===== src/rtl/arith_pkg.sv =====
// Shared opcode, command and output-slot types for the arithmetic issue stage.
package arith_pkg;

  localparam int CMD_W = 32;

  typedef enum logic [1:0] {
    OP_ADD = 2'd0,
    OP_SUB = 2'd1,
    OP_MUL = 2'd2,
    OP_DIV = 2'd3
  } arith_op_e;

  typedef struct packed {
    logic [CMD_W-1:0] a;
    logic [CMD_W-1:0] b;
    arith_op_e        sel;
  } arith_cmd_t;

  localparam logic [CMD_W-1:0] DIV0_RESULT = {CMD_W{1'b1}};

  typedef enum logic {
    SLOT_EMPTY = 1'b0,
    SLOT_FULL  = 1'b1
  } slot_state_e;

endpackage


===== src/rtl/arith_cmd_fifo.sv =====
// Circular command buffer; the head entry reads as zero while the buffer is empty.
module arith_cmd_fifo import arith_pkg::*; #(
  parameter int DW    = 66,
  parameter int DEPTH = 4
) (
  input  logic          clk,
  input  logic          rst,
  input  logic          push_i,
  input  logic [DW-1:0] wdata_i,
  input  logic          pop_i,
  output logic [DW-1:0] rdata_o,
  output logic          full_o,
  output logic          empty_o
);

  localparam int AW = (DEPTH > 1) ? $clog2(DEPTH) : 1;
  localparam int CW = AW + 1;

  logic [DW-1:0] mem_q [DEPTH];
  logic [AW-1:0] wr_ptr_q, wr_ptr_d;
  logic [AW-1:0] rd_ptr_q, rd_ptr_d;
  logic [CW-1:0] count_q, count_d;

  assign full_o  = (count_q == CW'(DEPTH));
  assign empty_o = (count_q == {CW{1'b0}});
  assign rdata_o = empty_o ? {DW{1'b0}} : mem_q[rd_ptr_q];

  // Pointer and occupancy next-state; power-of-two depth lets pointers wrap naturally.
  always_comb begin
    wr_ptr_d = wr_ptr_q;
    rd_ptr_d = rd_ptr_q;
    count_d  = count_q;
    if (push_i) begin
      wr_ptr_d = wr_ptr_q + AW'(1);
    end else begin
      wr_ptr_d = wr_ptr_q;
    end
    if (pop_i) begin
      rd_ptr_d = rd_ptr_q + AW'(1);
    end else begin
      rd_ptr_d = rd_ptr_q;
    end
    if (push_i && !pop_i) begin
      count_d = count_q + CW'(1);
    end else if (pop_i && !push_i) begin
      count_d = count_q - CW'(1);
    end else begin
      count_d = count_q;
    end
  end

  // Pointer and occupancy registers.
  always_ff @(posedge clk or posedge rst) begin
    if (rst) begin
      wr_ptr_q <= {AW{1'b0}};
      rd_ptr_q <= {AW{1'b0}};
      count_q  <= {CW{1'b0}};
    end else begin
      wr_ptr_q <= wr_ptr_d;
      rd_ptr_q <= rd_ptr_d;
      count_q  <= count_d;
    end
  end

  // Entry storage; contents are never observed while empty, so no reset is needed.
  always_ff @(posedge clk) begin
    if (push_i) begin
      mem_q[wr_ptr_q] <= wdata_i;
    end
  end

endmodule


===== src/rtl/arith_issue_stage.sv =====
// Issue stage: buffers ALU commands, presents the head to an external ALU and
// registers each result into a handshaked output slot.
module arith_issue_stage import arith_pkg::*; #(
  parameter int W     = 32,
  parameter int DEPTH = 4
) (
  input  logic         clk,
  input  logic         rst,
  input  logic         in_valid,
  output logic         in_ready,
  input  logic [W-1:0] in_a,
  input  logic [W-1:0] in_b,
  input  logic [1:0]   in_sel,
  output logic [W-1:0] alu_a,
  output logic [W-1:0] alu_b,
  output logic [1:0]   alu_sel,
  input  logic [W-1:0] alu_r,
  output logic         out_valid,
  input  logic         out_ready,
  output logic [W-1:0] out_r,
  output logic [1:0]   out_sel,
  output logic         out_div0,
  output logic [31:0]  op_count
);

  localparam int DW = 2 * W + 2;

  logic          push_s, pop_s, slot_free_s, fifo_full_s, fifo_empty_s, consume_s;
  logic [DW-1:0] head_s;
  slot_state_e   slot_q, slot_d;
  logic [W-1:0]  out_r_q, out_r_d;
  logic [1:0]    out_sel_q, out_sel_d;
  logic          out_div0_q, out_div0_d;
  logic [31:0]   op_count_q, op_count_d;

  // in_ready depends only on FIFO occupancy, never on out_ready.
  assign in_ready    = !fifo_full_s;
  assign push_s      = in_valid && in_ready;
  assign out_valid   = (slot_q == SLOT_FULL);
  assign consume_s   = out_valid && out_ready;
  assign slot_free_s = !out_valid || out_ready;
  assign pop_s       = !fifo_empty_s && slot_free_s;
  assign {alu_a, alu_b, alu_sel} = head_s;

  assign out_r    = out_r_q;
  assign out_sel  = out_sel_q;
  assign out_div0 = out_div0_q;
  assign op_count = op_count_q;

  arith_cmd_fifo #(.DW(DW), .DEPTH(DEPTH)) u_fifo (
    .clk     (clk),
    .rst     (rst),
    .push_i  (push_s),
    .wdata_i ({in_a, in_b, in_sel}),
    .pop_i   (pop_s),
    .rdata_o (head_s),
    .full_o  (fifo_full_s),
    .empty_o (fifo_empty_s)
  );

  // Output slot next-state: capture the head result whenever the slot can accept it.
  always_comb begin
    slot_d     = slot_q;
    out_r_d    = out_r_q;
    out_sel_d  = out_sel_q;
    out_div0_d = out_div0_q;
    op_count_d = op_count_q;
    case (slot_q)
      SLOT_EMPTY, SLOT_FULL: begin
        if (pop_s) begin
          slot_d     = SLOT_FULL;
          out_r_d    = alu_r;
          out_sel_d  = alu_sel;
          out_div0_d = (alu_sel == OP_DIV) && (alu_b == {W{1'b0}});
        end else if (consume_s) begin
          slot_d = SLOT_EMPTY;
        end else begin
          slot_d = slot_q;
        end
      end
      default: slot_d = SLOT_EMPTY;
    endcase
    if (consume_s) begin
      op_count_d = op_count_q + 32'd1;
    end else begin
      op_count_d = op_count_q;
    end
  end

  // Output slot and completion counter registers.
  always_ff @(posedge clk or posedge rst) begin
    if (rst) begin
      slot_q     <= SLOT_EMPTY;
      out_r_q    <= {W{1'b0}};
      out_sel_q  <= 2'd0;
      out_div0_q <= 1'b0;
      op_count_q <= 32'd0;
    end else begin
      slot_q     <= slot_d;
      out_r_q    <= out_r_d;
      out_sel_q  <= out_sel_d;
      out_div0_q <= out_div0_d;
      op_count_q <= op_count_d;
    end
  end

endmodule

===== config.mk =====
export PLATFORM = sky130hd
export DESIGN_NAME = arith_issue_stage
export DESIGN_NICKNAME = d
export VERILOG_FILES = /design/src/rtl/arith_pkg.sv /design/src/rtl/arith_cmd_fifo.sv /design/src/rtl/arith_issue_stage.sv
export SDC_FILE = /design/constraint.sdc
export NUM_CORES = 1
export LEC_CHECK = 0
export CAP_MARGIN = 20
export CORE_ASPECT_RATIO = 1.75
export CORE_MARGIN = 2
export CORE_UTILIZATION = 56
export CTS_CLUSTER_DIAMETER = 100
export DETAILED_ROUTE_END_ITERATION = 8
export HOLD_SLACK_MARGIN = 0.02
export PLACE_DENSITY = 0.94
export SYNTH_ARGS = -nofsm -noshare
export SYNTH_HDL_FRONTEND = slang
export SYNTH_SLANG_ARGS = --single-unit

===== constraint.sdc =====
create_clock -name clk -period 4.8 [get_ports clk]
set_input_delay 0.72 -clock clk [delete_from_list [all_inputs] [get_ports clk]]
set_output_delay 0.72 -clock clk [all_outputs]
set_load 0.005 [all_outputs]

# [Word-level counts from Yosys, hierarchy flattened]
# Memory sizes are Yosys's and may differ from the RTL's.
# Cells that the tools add are included.
[classes] addsub=5 multipliers=0 div_mod_pow=0 n_lt_le_gt_ge=0 eq_ne=2 n_shift=0 muxes=7 bitwise_logic=0 reduce_logical=16
[ops] cell="$mux W66" count=1
[ops] cell="$add A32 B1 Y32 const B" count=1
[ops] cell="$logic_not A32 Y1" count=1
[ops] cell="$logic_and A1 B1 Y1" count=6
[ops] cell="$mux W3" count=2
[ops] cell="$logic_not A1 Y1" count=5
[ops] cell="$add A2 B1 Y2 const B" count=2
[ops] cell="$mux W1" count=4
[ops] cell="$reduce_bool A2 Y1" count=2
[ops] cell="$add A3 B1 Y3 const B" count=1
[ops] cell="$eq A3 B3 Y1 const B" count=1
[ops] cell="$logic_not A3 Y1" count=1
[ops] cell="$sub A3 B1 Y3 const B" count=1
[ops] cell="$eq A2 B2 Y1 const B" count=1
[ops] cell="$logic_or A1 B1 Y1" count=1
[totals] reg_bits=75 latch_bits=0 ramBits=264 romBits=0 in_bits=102 out_inout_bits=135 word_cells=39 memories=1
[mem_list] memory="u_fifo.mem_q" words=4 word_bits=66 read_ports=1 rd_clocked_by_memory_dff=0 wr=1 line_no="arith_cmd_fifo.sv:19" source="logic [DW-1:0] mem_q [DEPTH];"

# [Longest topological paths before layout]
# Gate-level depths: netlist of the first run.
[depth] depth_word=7 depth_mapped=12 mapped_depth_nobuf=9

# [Cells and area by module]
# From an unflattened synthesis of the first run, not the netlist that was laid out.
[hier_totals] hier_cells=677 hier_area_um2=13233.9
[modules_own_cells] mod="arith_cmd_fifo" n_inst=1 cells_each=453 area_per_inst_um2=10343.7 seq_area_each_um2=8102.8
[modules_own_cells] mod="arith_issue_stage" n_inst=1 cells_each=224 area_per_inst_um2=2890.3 seq_area_each_um2=1701.6

# [Least setup slack after synthesis of the first run]
# OpenSTA, ideal clock, no wires.
[synth_timing] path_type="in2reg" from="input port in_valid" to="memory u_fifo.mem_q[0][0], enable pin" setup_time_ns=0.432 arrival_ns=2.310 required_ns=4.368 path_slack_ns=2.059 stages=1 path_buffers=0 cell_sequence="and3_1"
[synth_via] elab_chain_len=3
[synth_rtl] element="start, declared" line_no="arith_issue_stage.sv:9" source="input logic in_valid,"
[synth_rtl] element="$logic_and A1 B1 Y1" line_no="arith_issue_stage.sv:38" source="assign push_s = in_valid && in_ready;"
[synth_rtl] element="$mux W1" line_no="arith_cmd_fifo.sv:67" source="if (push_i) begin"
[synth_rtl] element="$mux W1 (implied by the code)" line_no="arith_cmd_fifo.sv:68" source="mem_q[wr_ptr_q] <= wdata_i;"
[synth_rtl] element="end, declared" line_no="arith_cmd_fifo.sv:19"
# Every way passes these cells.

# [Final worst setup path of the first run]
[layout_timing] from="register u_fifo.rd_ptr_q[0]" to="output port alu_b[29]"
[layout_via] elab_chain_len=2
[layout_rtl] element="start, declared" line_no="arith_cmd_fifo.sv:21" source="logic [AW-1:0] rd_ptr_q, rd_ptr_d;"
[layout_rtl] element="start signal, assigned" line_no="arith_cmd_fifo.sv:56" source="rd_ptr_q <= {AW{1'b0}};"
[layout_rtl] element="start signal, assigned" line_no="arith_cmd_fifo.sv:60" source="rd_ptr_q <= rd_ptr_d;"
[layout_rtl] element="$mem_v2 Z4 W66"
[layout_rtl] element="$mux W66" line_no="arith_cmd_fifo.sv:26" source="assign rdata_o = empty_o ? {DW{1'b0}} : mem_q[rd_ptr_q];"
[layout_rtl] element="end, declared" line_no="arith_issue_stage.sv:15" source="output logic [W-1:0] alu_b,"
# Every way passes these cells.

==> run_results.csv, run 1 <==
group,metric,value,unit
run_status,outcome,"finished, final reports clean",
layout,regArea,9810,µm²
route,first_pass_iters,5,
clock_tree,tritoncts,"yes",
global_route,antenna_found_initial,5,
global_route,grt_overflow,0,
synthesis,ys_seq_elements,339,
place,routabilityCongestion,0.808,
floorplanning,core_area,23200,µm²
power,p_comb_frac,0.342,
clock_tree,clock_sinks,339,
synthesis,ys_types,34,
power,cellPowerDensity,608,nW/µm²
place,place_hpwl,17.8,mm
place,dp_slack,1560,ps
floorplanning,ios,237,
power,power,10.3,mW
floorplanning,fp.dieW,120,µm
power,p_switching,2.87,mW
timing,finalCritPeriodShare,0.767,
route,wl_per_cell,21.1,µm
layout,drive_above_1_share,0.132,
floorplanning,start_util,0.567,
synthesis,yosysWarnings,0,
synthesis,synth_area,13200,µm²
critical_path,crit_path_end_kind,"primary output",
critical_path,path_class,"register to primary output",
route,drc,0,
critical_path,cp_top_family,"buffers and inverters",
clock_tree,cts_buffers,30,
clock_tree,ctsResizeCount,0,
timing,clock-skew-final,9.81,ps
route,viasPerCell,5.53,
hold_path,hp-class,"register to register",
global_route,grt_pass1_vias,7619,
place,placed_area,15800,µm²
critical_path,cpPeakStageDelay,680,ps
layout,layout.nets,1090,
synthesis,synth_top_flop_cell,"edfxtp_1",
critical_path,worstSetupStartpointType,"register",
clock_tree,holdBufCountCts,0,
power,internal_power,7.41,mW
synthesis,syn-num-nets,847,
route,ant_nets,0,
clock_tree,insertion_delay,550,ps
critical_path,cp_num_buf_inv,2,
timing,period_minus_slack,3680,ps
global_route,grt_pass1_wl,41.8,mm
power,p_sw_frac,0.279,
synthesis,async_flop_share,0.221,
layout,area_growth_syn_to_layout,28.3,%
route,drt_iter0_drc,378,
layout,fillCellCount,1392,
layout,design_area,16900,µm²
timing,rsz0062_at_grt,"no",
place,place_inst,1253,
place,portBuffers,236,
power,p_leak,6.03,nW
critical_path,worst_ep_required_time,4080,ps
critical_path,slowest_stage,"dfrtp_4",
clock_tree,postCtsSetupBuffers,0,
global_route,grt_usage,0.222,
layout,final_core_util,0.727,
floorplanning,dieArea,24800,µm²
clock_tree,clkTransAtPathRegs,70,ps
timing,relSlewSlack,0.286,
timing,setup-tns-final,0,ps
critical_path,cp_cell_sequence,"buf_4 -> mux4_2 -> and2_1 -> clkdlybuf4s50_1",
route,num_vias,7249,
layout,multi_input_area,3200,µm²
power,irDropWorstVdd,0.000420,V
timing,tightest_slew,1070,ps
critical_path,worstPathMaxFanout,19,
floorplanning,placementRows,74,
flow_run,max-cap-violations,0,
timing,max_freq,272,MHz
clock_tree,clockRootBuffer,"clkbuf_16",
layout,finalNonFillerCells,1312,
route,routed_wl,27.7,mm
power,power.share.clock,0.245,
synthesis,ys_seq_area_frac,0.744,
timing,hold_viol_final,0,
critical_path,reg2reg_slack,1480,ps
synthesis,synth_edf_count,264,
global_route,grt_max_degree,68,
synthesis,syn_inst,738,
critical_path,crit_arrival,2960,ps
timing,setup_viol,0,
clock_tree,cts_max_level,1,
clock_tree,clockBufferDepth,3,
timing,maxSlewViolCount,0,
floorplanning,fp.dieH,207,µm
timing,worst_slack,1120,ps
power,seq_power_share,0.413,
timing,holdWs,474,ps
synthesis,synth_area_per_cell,17.8,µm²
## power by group through the flow
stage | logic, mW | registers (mW) | clock network (mW)
after floorplan | 1.87 | 4.12 | 0
after global placement | 3.47 | 4.27 | 0
after detailed placement | 3.53 | 4.32 | 0
after CTS | 3.58 | 4.26 | 2.56
after global routing | 3.78 | 4.32 | 2.66
final | 3.51 | 4.25 | 2.52
## registers in the layout, indices dropped and copies added, names as in the netlist
name             flops
u_fifo.wr_ptr_q      2
out_div0             1
out_valid            1
u_fifo.count_q       3
u_fifo.mem_q       264
out_sel              2
op_count            32
out_r               32
u_fifo.rd_ptr_q      2
## layer usage
metal  track usage  part of all wire  up-vias
met5             0           0.00094        -
met4        0.0824             0.029        4
met3        0.0396             0.059       55
met2         0.417              0.56      280
met1         0.251              0.35     3654
li1              -                 -     3256
## cells in the mapped netlist, drive strengths merged, types with 2 or more instances
cell type    n  share of area
ha           6         0.0057
nor4         8         0.0049
nand4       10         0.0048
mux2         2         0.0017
dfrtp       75           0.14
or2          2        0.00095
nand2b       2        0.00095
nor2        11         0.0031
and2        68          0.032
xor2         9         0.0060
inv          6         0.0017
and3         7         0.0033
nor3         3         0.0020
buf         20         0.0091
xnor2       28          0.019
or3          3         0.0014
edfxtp     264           0.60
nand3       11         0.0042
clkbuf      11         0.0031
mux4        66           0.11
nand2      121          0.034
## worst paths after layout
kind / startpoint / to / cells after the start
min: out_r[27] / out_r[27] / 2
min reg2reg: out_r[27] / out_r[27] / 2
max in group asynchronous: rst / op_count[5] / 3
max: u_fifo.rd_ptr_q[0] / alu_b[29] / 4
max reg2reg: u_fifo.count_q[0] / u_fifo.count_q[2] / 11
min in group asynchronous: rst / out_r[20] / 2
## worst min-delay path, stage by stage (launching register included)
cell     delay [ps]
dfrtp_1         340
nand2_1          50
nand2_1          50
## cells in the final DEF, fill, tap and decap left out, drive strengths merged, types with 11 or more instances in the layout
cell type        n
and2            68
clkbuf          36
clkdlybuf4s50  236
dfrtp           75
edfxtp         264
mux4            66
nand2          121
nand3           11
nor2            11
xnor2           28
## area by class of cell
| type | count | share of cell area |
|---|---|---|
| inverters | 6 | 0.00133 |
| diodes | 3 | 0.000444 |
| flip-flops and latches | 339 | 0.581 |
| clock buffers | 36 | 0.0470 |
| repair buffers | 242 | 0.143 |
| well taps | 304 | 0.0225 |
| clock inverters | 20 | 0.0155 |
| multi-input cells | 362 | 0.190 |
## kinds of logic after synthesis
logic type / share of synthesized area
muxes: 0.115
buffers and inverters: 0.0140
adders and majority gates: 0.00722
and+or+nand+nor: 0.0942
xor gates and xnor gates: 0.0246
DFF: 0.744
AOI/OAI and AO/OA: 0.000950
Note: power is estimated with default switching activity, not from simulation.
==> inputs of run 2 (changes only) <==
--- a/config.mk
+++ b/config.mk
@@ -8,11 +8,11 @@
 export CAP_MARGIN = 20
 export CORE_ASPECT_RATIO = 1.75
 export CORE_MARGIN = 2
-export CORE_UTILIZATION = 56
+export CORE_UTILIZATION = 47
 export CTS_CLUSTER_DIAMETER = 100
 export DETAILED_ROUTE_END_ITERATION = 8
 export HOLD_SLACK_MARGIN = 0.02
-export PLACE_DENSITY = 0.94
+export PLACE_DENSITY = 0.86
 export SYNTH_ARGS = -nofsm -noshare
 export SYNTH_HDL_FRONTEND = slang
 export SYNTH_SLANG_ARGS = --single-unit
==> constraint.sdc (replaced) <==
create_clock -name clk -period 3 [get_ports clk]
set_input_delay 0.45 -clock clk [delete_from_list [all_inputs] [get_ports clk]]
set_output_delay 0.45 -clock clk [all_outputs]
set_load 0.005 [all_outputs]
==> run_results.csv, run 2 (same netlist as run 1, synthesis figures left out) <==
group,metric,value,unit
critical_path,crit_arrival,2490,ps
timing,setup_viol,0,
critical_path,path_class,"register to primary output",
layout,top_register,"u_fifo.mem_q",
run_status,outcome,"finished, final reports clean",
critical_path,worstPathMaxFanout,5,
layout,drive_above_1_share,0.153,
timing,maxSlewViolCount,0,
critical_path,worstSetupStartpointType,"register",
clock_tree,cts_buffers,30,
place,place_hpwl,18.1,mm
flow_run,max-cap-violations,0,
timing,hold_viol_final,0,
power,p_leak,6.33,nW
clock_tree,clockBufferDepth,3,
layout,largest_reg_flops,264,
place,placed_area,16100,µm²
clock_tree,clkTransAtPathRegs,70,ps
route,drc,0,
timing,tightest_slew,631,ps
timing,max_freq,340,MHz
layout,mostFrequentLayoutCell,"edfxtp_1",
timing,relSlewSlack,0.578,
route,routed_wl,28.1,mm
power,power,16.4,mW
floorplanning,dieArea,29400,µm²
route,drt_iter0_drc,254,
timing,rsz0062_at_grt,"yes",
floorplanning,ios,237,
layout,antenna_cells,0,
floorplanning,start_util,0.474,
layout,layout.nets,1115,
floorplanning,core_area,27800,µm²
route,ant_nets,0,
floorplanning,placementRows,81,
floorplanning,fp.dieH,225,µm
critical_path,crit_path_end_kind,"primary output",
global_route,grt_pass1_wl,41.8,mm
clock_tree,holdBufCountCts,0,
clock_tree,clockRootBuffer,"clkbuf_16",
timing,clock-skew-final,11.4,ps
route,num_vias,7346,
global_route,grt_overflow,0,
route,first_pass_iters,4,
power,irDropWorstVdd,0.000889,V
clock_tree,tritoncts,"yes",
layout,fillCellCount,2035,
layout,design_area,17200,µm²
layout,area_growth_syn_to_layout,30.9,%
floorplanning,fp.dieW,131,µm
global_route,grt_pass1_vias,7626,
timing,finalCritPeriodShare,0.980,
clock_tree,cts_max_level,1,
place,routabilityCongestion,0.774,
layout,final_cell_mix,"264 x edfxtp_1, 215 x clkdlybuf4s50_1, 121 x nand2_1",
timing,period_minus_slack,2940,ps
clock_tree,insertion_delay,560,ps
global_route,grt_usage,0.188,
place,portBuffers,236,
clock_tree,clock_sinks,339,
global_route,grt_max_degree,67,
route,viasPerCell,5.24,
global_route,antenna_found_initial,0,
critical_path,worst_ep_required_time,2550,ps
route,wl_per_cell,20.0,µm
power,cellPowerDensity,952,nW/µm²
layout,final_core_util,0.621,
hold_path,hp-class,"input port to async pin",
==> run 2: stage by stage <==
step                      setup TNS, ps  hold WS, ps  cells  worst slack, ps
after floorplan                       0          455    738              338
after global placement                0          456   1331              340
after detailed placement              0          461   1331              338
after CTS                             0          298   1396            0.576
after global routing              -36.3          360   1402            -16.1
final                                 0          304   1402             60.3
==> run 2: final cells by class <==
type / count / area, µm² / area share
Clock buffer: 42 / 861 / 0.0499
Clock inverter: 13 / 88.8 / 0.00515
Inverter: 6 / 22.5 / 0.00131
Multi-Input combinational cell: 362 / 3210 / 0.186
Sequential cell: 339 / 9810 / 0.569
Tap cell: 373 / 467 / 0.0271
Timing Repair Buffer: 267 / 2790 / 0.162
==> run 2: worst paths after layout <==
path | start | slack [ps] | end | cells after the start
worst min-delay path | rst | 300 | u_fifo.rd_ptr_q[1] | 2
worst max register to register | u_fifo.rd_ptr_q[0] | 510 | out_div0 | 7
max in group asynchronous | rst | 2030 | op_count[18] | 3
min in group clk | alu_r[21] | 430 | out_r[21] | 3
worst min register to register | out_r[0] | 470 | out_r[0] | 2
worst max-delay path | u_fifo.rd_ptr_q[0] | 60 | alu_b[8] | 5
==> run 2: critical path: stages, from the launching register on <==
cell and delay, ps:
dfrtp_4 470, buf_4 160, buf_6 130, mux4_2 540, and2_1 190, clkdlybuf4s50_1 450
==> run 2: where the power goes <==
part	switching, mW	internal, mW
logic	2.63	3.53
clock network	1.60	2.08
registers	0.397	6.17
==> run 2: repair_timing <==
action,4_1_cts,5_1_grt
setup endpoints to repair,66,22
setup buffers,10,5
resized for setup,12,13
cloned,0,1
==> run 2: metal layers <==
layer	global-route usage	share of wire	vias up	wire (µm)
li1	-	-	3305	-
met1	0.215	0.36	3746	10200
met2	0.349	0.55	251	15300
met3	0.0363	0.065	44	1820
met4	0.0601	0.027	0	762
met5	0	0	-	0
==> inputs of run 3 (changes only) <==
==> constraint.sdc (replaced) <==
create_clock -name clk -period 3 [get_ports clk]
set_input_delay 0.3 -clock clk [delete_from_list [all_inputs] [get_ports clk]]
set_output_delay 0.3 -clock clk [all_outputs]
set_load 0.005 [all_outputs]
==> run_results.csv, run 3 (same netlist as run 1, synthesis figures left out) <==
group,metric,value,unit
place,routabilityCongestion,0.760,
timing,tightest_slew,648,ps
global_route,grt_pass1_vias,7732,
critical_path,crit_arrival,2560,ps
timing,setup-tns-final,0,ps
layout,drive_above_1_share,0.148,
place,place_hpwl,19.2,mm
timing,clock-skew-final,21.2,ps
critical_path,worstPathMaxFanout,14,
place,place_inst,1336,
route,ant_nets,0,
route,first_pass_iters,4,
floorplanning,core_area,27800,µm²
clock_tree,clkTransAtPathRegs,60,ps
global_route,grt_usage,0.194,
route,viasPerCell,5.16,
clock_tree,insertion_delay,570,ps
layout,final_cell_mix,"264 x edfxtp_1, 236 x clkdlybuf4s50_1, 121 x nand2_1",
timing,max_freq,350,MHz
route,drt_iter0_drc,428,
floorplanning,start_util,0.474,
route,wl_per_cell,20.3,µm
layout,top_register,"u_fifo.mem_q",
floorplanning,fp.dieH,225,µm
timing,finalCritPeriodShare,0.954,
layout,multi_input_area,3200,µm²
timing,period_minus_slack,2860,ps
floorplanning,dieArea,29400,µm²
global_route,grt_overflow,0,
hold_path,hp-class,"input port to async pin",
route,num_vias,7218,
route,routed_wl,28.5,mm
floorplanning,fp.dieW,131,µm
layout,fillCellCount,1983,
layout,finalNonFillerCells,1399,
layout,regArea,9810,µm²
clock_tree,tritoncts,"yes",
layout,largest_reg_flops,264,
run_status,outcome,"finished, final reports clean",
flow_run,max-cap-violations,0,
critical_path,path_class,"register to primary output",
timing,relSlewSlack,0.564,
route,drc,0,
layout,mostFrequentLayoutCell,"edfxtp_1",
floorplanning,ios,237,
clock_tree,cts_buffers,31,
clock_tree,clock_sinks,339,
place,portBuffers,236,
layout,layout.nets,1108,
power,irDropWorstVdd,0.000752,V
timing,rsz0062_at_grt,"no",
critical_path,worst_ep_required_time,2700,ps
critical_path,reg2reg_slack,540,ps
clock_tree,holdBufCountCts,0,
global_route,grt_pass1_wl,42.8,mm
power,cellPowerDensity,958,nW/µm²
clock_tree,clockBufferDepth,3,
timing,maxSlewViolCount,0,
power,p_leak,6.12,nW
critical_path,worstSetupStartpointType,"register",
floorplanning,placementRows,81,
clock_tree,clockRootBuffer,"clkbuf_16",
timing,hold_viol_final,0,
critical_path,crit_path_end_kind,"primary output",
clock_tree,cts_max_level,1,
global_route,grt_max_degree,67,
timing,setup_viol,0,
layout,area_growth_syn_to_layout,30.3,%
global_route,antenna_found_initial,4,
run 3: cell types whose count changed in the layout (fill, tap and decap cells not counted), sizes merged:
cell / before / now
clkdlybuf4s50: 215 / 236
diode: 0 / 2
bufinv: 1 / 2
inv: 6 / 9
clkinv: 10 / 15
clkinvlp: 2 / 5
dlymetal6s2s: 13 / 0
buf: 30 / 23
clkbuf: 43 / 33
dlygate4sd2: 8 / 0
run 3: power breakdown:
group / leakage [nW] / internal (mW) / switching (mW) / total (mW)
registers: 3.37 / 6.17 / 0.368 / 6.54
logic: 2.28 / 3.49 / 2.65 / 6.14
clock network: 0.468 / 2.08 / 1.68 / 3.76
run 3: layout make-up:
type | instances | area share
antenna | 2 | 0.000292
clock buffer | 33 | 0.0457
inverter | 6 | 0.00131
timing repair buffer | 259 | 0.155
sequential | 339 | 0.572
tap | 373 | 0.0272
multi-input combinational | 362 | 0.187
clock inverter | 25 | 0.0117
run 3: worst paths after layout:
path,start,to,cells after the start
setup / recovery,u_fifo.rd_ptr_q[0],alu_b[13],5
hold / removal,rst,op_count[29],2
setup reg to reg,u_fifo.rd_ptr_q[0],out_div0,6
hold reg to reg,out_r[5],out_r[5],2
max in group asynchronous,rst,u_fifo.rd_ptr_q[1],3
min in group clk,alu_r[4],out_r[4],3
run 3: critical path: stages (launching register included):
cell and delay (ps):
dfrtp_4 440, buf_12 190, buf_12 180, mux4_2 550, and2_1 190, clkdlybuf4s50_1 440
run 3: metrics by stage:
stage / worst slack [ps] / power (mW) / hold WS (ps) / area (µm²) / utilization
2_1_floorplan: 338 / 9.57 / 399 / 13200 / -
3_3_place_gp: 486 / 12.7 / 456 / 16100 / 0.581
3_5_place_dp: 460 / 12.8 / 462 / 16100 / 0.581
4_1_cts: 47.3 / 16.7 / 125 / 17100 / 0.618
5_1_grt: 48.6 / 17.3 / 165 / 17200 / 0.618
6_report: 139 / 16.4 / 137 / 17200 / 0.618
run 3: what timing repair did:
item / CTS / global route
setup endpoints to repair: 15 / 16
gates resized for setup: 0 / 1
buffers inserted: 3 / 0
run 3: metal layers:
layer,wire length (µm),vias to the layer above,global-route usage
met5,24,-,0
met4,852,4,0.0721
met3,2050,48,0.0439
met2,15500,243,0.353
met1,10000,3610,0.217
li1,-,3313,-
